===== src/rtl/mux_scan_pkg.sv =====
// Shared types and constants for the 4-channel mux scan sequencer.
// Latency: n/a (declarations only).
// Backpressure: n/a.
package mux_scan_pkg;

    localparam int NCH   = 4;
    localparam int SEL_W = 2;
    localparam int CNT_W = 8;

    typedef enum logic [1:0] {
        S_IDLE    = 2'd0,
        S_SETTLE  = 2'd1,
        S_CAPTURE = 2'd2,
        S_DONE    = 2'd3
    } state_e;

endpackage


===== src/rtl/mux_scan_ctrl_if.sv =====
// Handshake, select and result bundle between the scan sequencer and its user/mux.
// Latency: n/a (wiring only).
// Backpressure: none; start is a level request sampled by the sequencer.
interface mux_scan_ctrl_if;
    import mux_scan_pkg::*;

    logic             start;
    logic             continuous;
    logic             mux_out;
    logic [SEL_W-1:0] sel;
    logic             busy;
    logic             done;
    logic [NCH-1:0]   sample;
    logic             valid;

    // Sequencer side
    modport master (
        input  start, continuous, mux_out,
        output sel, busy, done, sample, valid
    );

    // Requester / mux side
    modport slave (
        output start, continuous, mux_out,
        input  sel, busy, done, sample, valid
    );
endinterface


===== src/rtl/scan_dwell_cnt.sv =====
// Per-channel dwell counter: clears on load, counts while enabled, flags cnt == SETTLE-1.
// Latency: terminal flag is combinational from the registered count.
// Backpressure: none; load takes priority over enable.
module scan_dwell_cnt
    import mux_scan_pkg::*;
#(
    parameter int SETTLE = 2
) (
    input  logic clk,
    input  logic rst,
    input  logic i_load,
    input  logic i_en,
    output logic o_tc
);

    logic [CNT_W-1:0] r_cnt;

    // Count register: restart at zero on channel entry, advance while settling
    always_ff @(posedge clk) begin
        if (rst) begin
            r_cnt <= '0;
        end else if (i_load) begin
            r_cnt <= '0;
        end else if (i_en) begin
            r_cnt <= r_cnt + CNT_W'(1);
        end
    end

    assign o_tc = (r_cnt == CNT_W'(SETTLE - 1));

endmodule


===== src/rtl/mux_scan_ctrl.sv =====
// Scans a 4:1 mux through channels 0..3, dwelling SETTLE cycles each, and captures a 4-bit word.
// Latency: done/sample appear 4*(SETTLE+1) edges after start is accepted.
// Backpressure: none; start is ignored while busy, continuous chains scans with no idle gap.
module mux_scan_ctrl
    import mux_scan_pkg::*;
#(
    parameter int SETTLE = 2
) (
    input  logic           clk,
    input  logic           rst,
    mux_scan_ctrl_if.master bus
);

    if (SETTLE < 1 || SETTLE > 255) begin : g_bad_settle
        $error("mux_scan_ctrl: SETTLE must be in 1..255");
    end

    localparam logic [SEL_W-1:0] LAST_SEL = SEL_W'(NCH - 1);

    state_e           r_state;
    state_e           w_next;
    logic             w_load;
    logic             w_en;
    logic             w_cap;
    logic             w_tc;
    logic [SEL_W-1:0] r_sel;
    logic [NCH-1:0]   r_shadow;
    logic [NCH-1:0]   w_shadow_nx;
    logic [NCH-1:0]   r_sample;
    logic             r_busy;
    logic             r_done;
    logic             r_valid;

    scan_dwell_cnt #(.SETTLE(SETTLE)) u_dwell (
        .clk    (clk),
        .rst    (rst),
        .i_load (w_load),
        .i_en   (w_en),
        .o_tc   (w_tc)
    );

    // State register
    always_ff @(posedge clk) begin
        if (rst) begin
            r_state <= S_IDLE;
        end else begin
            r_state <= w_next;
        end
    end

    // Next-state decode plus counter/capture strobes
    always_comb begin
        w_next = r_state;
        w_load = 1'b0;
        w_en   = 1'b0;
        w_cap  = 1'b0;
        case (r_state)
            S_IDLE: begin
                if (bus.start) begin
                    w_next = S_SETTLE;
                    w_load = 1'b1;
                end
            end
            S_SETTLE: begin
                w_en = 1'b1;
                if (w_tc) begin
                    w_next = S_CAPTURE;
                end
            end
            S_CAPTURE: begin
                w_cap = 1'b1;
                if (r_sel == LAST_SEL) begin
                    w_next = S_DONE;
                end else begin
                    w_next = S_SETTLE;
                    w_load = 1'b1;
                end
            end
            S_DONE: begin
                if (bus.start || bus.continuous) begin
                    w_next = S_SETTLE;
                    w_load = 1'b1;
                end else begin
                    w_next = S_IDLE;
                end
            end
            default: begin
                w_next = S_IDLE;
            end
        endcase
    end

    // Shadow word with the current channel's capture merged in
    always_comb begin
        w_shadow_nx        = r_shadow;
        w_shadow_nx[r_sel] = bus.mux_out;
    end

    // Select: step forward after each capture, restart at 0 for a new scan or on return to idle
    always_ff @(posedge clk) begin
        if (rst) begin
            r_sel <= '0;
        end else if (w_load) begin
            r_sel <= (r_state == S_CAPTURE) ? r_sel + SEL_W'(1) : '0;
        end else if (r_state == S_DONE) begin
            r_sel <= '0;
        end
    end

    // Capture path: shadow per channel, sample updated in one shot on entry to DONE
    always_ff @(posedge clk) begin
        if (rst) begin
            r_shadow <= '0;
            r_sample <= '0;
        end else if (w_cap) begin
            r_shadow <= w_shadow_nx;
            if (r_sel == LAST_SEL) begin
                r_sample <= w_shadow_nx;
            end
        end
    end

    // Registered status flags derived from the upcoming state
    always_ff @(posedge clk) begin
        if (rst) begin
            r_busy  <= 1'b0;
            r_done  <= 1'b0;
            r_valid <= 1'b0;
        end else begin
            r_busy  <= (w_next == S_SETTLE) || (w_next == S_CAPTURE);
            r_done  <= (w_next == S_DONE);
            r_valid <= r_valid | (w_next == S_DONE);
        end
    end

    assign bus.sel    = r_sel;
    assign bus.busy   = r_busy;
    assign bus.done   = r_done;
    assign bus.sample = r_sample;
    assign bus.valid  = r_valid;

endmodule

===== src/flat_wrapper.sv =====
// flat-port wrapper written by rule: the top's interface ports become plain ports
module mux_scan_ctrl_flat import mux_scan_pkg::*;
#(
    parameter int SETTLE = 2
)
  (clk, rst, bus_start, bus_continuous, bus_mux_out, bus_sel, bus_busy, bus_done, bus_sample, bus_valid);
  mux_scan_ctrl_if bus_i ();
  input  logic clk;
  input  logic rst;
  input wire logic [$bits(bus_i.start)-1:0] bus_start;
  input wire logic [$bits(bus_i.continuous)-1:0] bus_continuous;
  input wire logic [$bits(bus_i.mux_out)-1:0] bus_mux_out;
  output wire logic [$bits(bus_i.sel)-1:0] bus_sel;
  output wire logic [$bits(bus_i.busy)-1:0] bus_busy;
  output wire logic [$bits(bus_i.done)-1:0] bus_done;
  output wire logic [$bits(bus_i.sample)-1:0] bus_sample;
  output wire logic [$bits(bus_i.valid)-1:0] bus_valid;
  assign bus_i.start = bus_start;
  assign bus_i.continuous = bus_continuous;
  assign bus_i.mux_out = bus_mux_out;
  assign bus_sel = bus_i.sel;
  assign bus_busy = bus_i.busy;
  assign bus_done = bus_i.done;
  assign bus_sample = bus_i.sample;
  assign bus_valid = bus_i.valid;
  mux_scan_ctrl #(.SETTLE(SETTLE)) u_core (.clk(clk), .rst(rst), .bus(bus_i));
endmodule

===== config.mk =====
export PLATFORM = sky130hd
export DESIGN_NAME = mux_scan_ctrl_flat
export DESIGN_NICKNAME = d
export VERILOG_FILES = /design/src/rtl/mux_scan_pkg.sv /design/src/rtl/mux_scan_ctrl_if.sv /design/src/rtl/scan_dwell_cnt.sv /design/src/rtl/mux_scan_ctrl.sv /design/src/flat_wrapper.sv
export SDC_FILE = /design/constraint.sdc
export NUM_CORES = 1
export LEC_CHECK = 0
export CORE_MARGIN = 2
export CORE_UTILIZATION = 35
export CTS_CLUSTER_DIAMETER = 100
export DETAILED_ROUTE_END_ITERATION = 8
export PLACE_DENSITY_LB_ADDON = 0.05
export REMOVE_ABC_BUFFERS = 1
export SETUP_SLACK_MARGIN = 0.05
export SYNTH_ARGS = -nofsm -noshare
export SYNTH_HDL_FRONTEND = slang
export SYNTH_SLANG_ARGS = --single-unit
export TNS_END_PERCENT = 20

===== constraint.sdc =====
create_clock -name clk -period 2.1 [get_ports clk]
set_clock_uncertainty 0.15 [all_clocks]
set_input_delay 0.42 -clock clk [delete_from_list [all_inputs] [get_ports clk]]
set_output_delay 0.42 -clock clk [all_outputs]
set_load 0.02 [all_outputs]

==> results.cfg <==
[run_status]
status = completed

[logic_synthesis]
synthMuxAreaShare = 0.03667
synth_top_area_frac = 0.3911
async_flop_share = 0
ys_warn_count = 0
synthSimpleGateAreaFrac = 0.2500
synthCells = 119
ys.flop_type = dfxtp_1
synth_xor_area_frac = 0.02333
ys_seq_area_frac = 0.3911
synthTopCellsByArea = dfxtp_1 39%, ha_1 7.8%, a211oi_1 4.7%
synth_top_family_by_area = simple AND/OR/NAND/NOR gates
synth_edf_count = 0
synth.avg_cell_area_um2 = 9.463
ys_top_cells_by_count = 22 x dfxtp_1, 11 x nor2_1, 7 x a211oi_1, 7 x ha_1
synth_compound_area_frac = 0.1767
ys_types = 36
post-synth-top-count-cell = dfxtp_1
synth_fa_ha_area_frac = 0.07778
synth_area_um2 = 1126
yosys.area.top_type = dfxtp_1
synth_seq_cells = 22

[critical_path]
worstPathRequired_ns = 1.53
critPathSlowestCell = clkdlybuf4s50_1
endpoint_kind = primary output
start_kind = flip-flop
crit_buf_inv = 1
reg2reg_depth = 5
crit_end = bus_sel[1]
r2r-start = u_core.r_state[0]
regToRegEndpoint = u_core.bus.busy
slowest_delay_ns = 0.64
crit_type = reg2out
regToRegSetupSlack_ns = 0.28
setup.worst_path.start = u_core.bus.sel[1]
cp.arrival_ns = 1.39
worst-path-stages = 1
critical-path-top-delay-family = buffers and inverters
crit_fanout = 6
path_cells = clkdlybuf4s50_1

[power]
powerDensity_nw_per_um2 = 558.7
p_leak_uw = 0.0005292
power_uw = 747.2
ir_worst_vdd_mv = 0.3205

[global_route]
antenna_found_initial = 0
grt_max_degree = 23
grtUsageTotal = 0.1283
grt_first_pass_wirelength_um = 3505
grt_overflow = 0
grt_pass1_vias = 739

[place]
port_buffers = 13
gp_congestion = 0.7376
dp.cells = 173
hpwl_um = 1505

[cts]
path_clk_slew_ns = 0.13
cts_tree = yes
cts-root-buf = clkbuf_4
clkLatencyLatePin_ns = 0.31
htreeDepth = 1
numCtsBuffers = 3
cts_sinks = 22
clock_tree.buffer_depth = 2

[die]
core_um2 = 3053
dieWidth_um = 60.72
dieArea_um2 = 3687
start_util = 0.3689
io-pin-count = 14
die_h_um = 60.72
num_rows = 20

[routing]
totalWireLength_um = 2073
vias_per_cell = 4.898
ant_nets = 0
vias = 867
route.detailed.drc = 0
first_pass_iters = 4
wl_per_cell_um = 11.71
drt_iter0_markers = 34

[sta]
setup_tns_ns = 0
rsz0062_at_grt = no
fin_crit_ns = 1.956
worst_pin_slew_ns = 0.5547
setup_viol = 0
max_freq_mhz = 511.3
fin_crit_sh = 0.9314
max-slew-margin-rel = 0.6294
slew_violations = 0
hold_violations = 0

[hold_path]
hp-class = reg2reg

[finish]
stdcell_count = 177
area_growth_pct = 18.78
nets = 146
post_route_cells_drive_above_1_share = 0.1278
diodes = 0
nFillCells = 331

[run]
maxCapViolations = 0
registers in the layout (all words and copies together) (netlist names):
signal / flops
u_core.u_dwell.r_cnt: 8
u_core.r_shadow: 3
u_core.bus.sel: 2
u_core.bus.busy: 1
u_core.bus.valid: 1
u_core.bus.sample: 4
u_core.bus.done: 1
u_core.r_state: 2
cells by family (layout without fill, tap and decap cells):
| kind of cell | after synthesis | in the layout |
|---|---|---|
| flops | 22 | 22 |
| xor+xnor | 3 | 3 |
| compound gates | 27 | 27 |
| fa+ha+maj | 7 | 7 |
| buf+inv | 10 | 24 |
| mux | 4 | 4 |
| simple gates | 46 | 46 |
power breakdown:
part	switching, µW	leakage [µW]	internal [µW]
sequential	14.6	0.000178	426
clock	132	0.0000210	106
combinational	35.2	0.000330	34.3
area by class of cell:
class	instances	area, µm²	area share
clock buffer	4	36.28	0.02713
inverter	4	15.01	0.01123
multi-input combinational	87	635.6	0.4752
sequential	22	440.4	0.3293
tap	44	55.05	0.04116
timing repair buffer	16	155.1	0.1160
layer usage:
metal  up-vias  global-route usage  routed length, µm
met5         -                   0                  0
met4         0             0.02795                 19
met3         2             0.04478                 99
met2        21              0.1674                769
met1       386              0.2003               1184
li1        458                   -                  -
stage by stage:
stage | cell area [µm²] | setup WS [ns] | hold WS (ns) | util
finish | 1338 | 0.1441 | 0.3239 | 0.4381
global route | 1338 | 0.08712 | 0.3578 | 0.4381
CTS | 1335 | 0.09031 | 0.3258 | 0.4373
detailed placement | 1299 | 0.2213 | 0.3081 | 0.4254
global placement | 1299 | 0.2245 | 0.2983 | 0.4254
floorplan | 1091 | 0.3111 | 0.3177 | -
layout by cell type (no fill, tap or decap), types with 2 or more instances in the layout:
master           instances
nor2_1                  11
nand2_1                  5
nand3b_1                 2
nand3_1                  6
dfxtp_1                 22
ha_1                     7
inv_1                    4
a211oi_1                 7
a21bo_2                  3
mux2i_1                  3
xnor2_1                  2
or3_1                    3
clkdlybuf4s50_1         12
nand2b_1                 2
a32oi_1                  2
nor3_1                   4
a21oi_1                  6
buf_4                    3
clkbuf_4                 3
nor2b_1                  4
o21ai_0                  4
a211oi_2                 2
o31ai_1                  2
worst min-delay path by stage:
stage,from,to,slack (ns),cells after the start
6_report,u_core.bus.sample[3],u_core.bus.sample[3],0.32,2
2_1_floorplan,u_core.u_dwell.r_cnt[6],u_core.u_dwell.r_cnt[6],0.32,2
3_5_place_dp,u_core.bus.sample[3],u_core.bus.sample[3],0.31,2
5_1_grt,u_core.bus.sample[3],u_core.bus.sample[3],0.36,2
4_1_cts,u_core.bus.sample[3],u_core.bus.sample[3],0.33,2
3_3_place_gp,u_core.bus.valid,u_core.bus.valid,0.30,2
what timing repair did:
| item | CTS | global route |
|---|---|---|
| hold buffers | 0 | 0 |
| endpoints found under the setup margin | 0 | 1 |
| buffers inserted | 0 | 0 |
| gates resized for setup | 0 | 1 |
No activity file was read; power rests on OpenSTA's default activity.
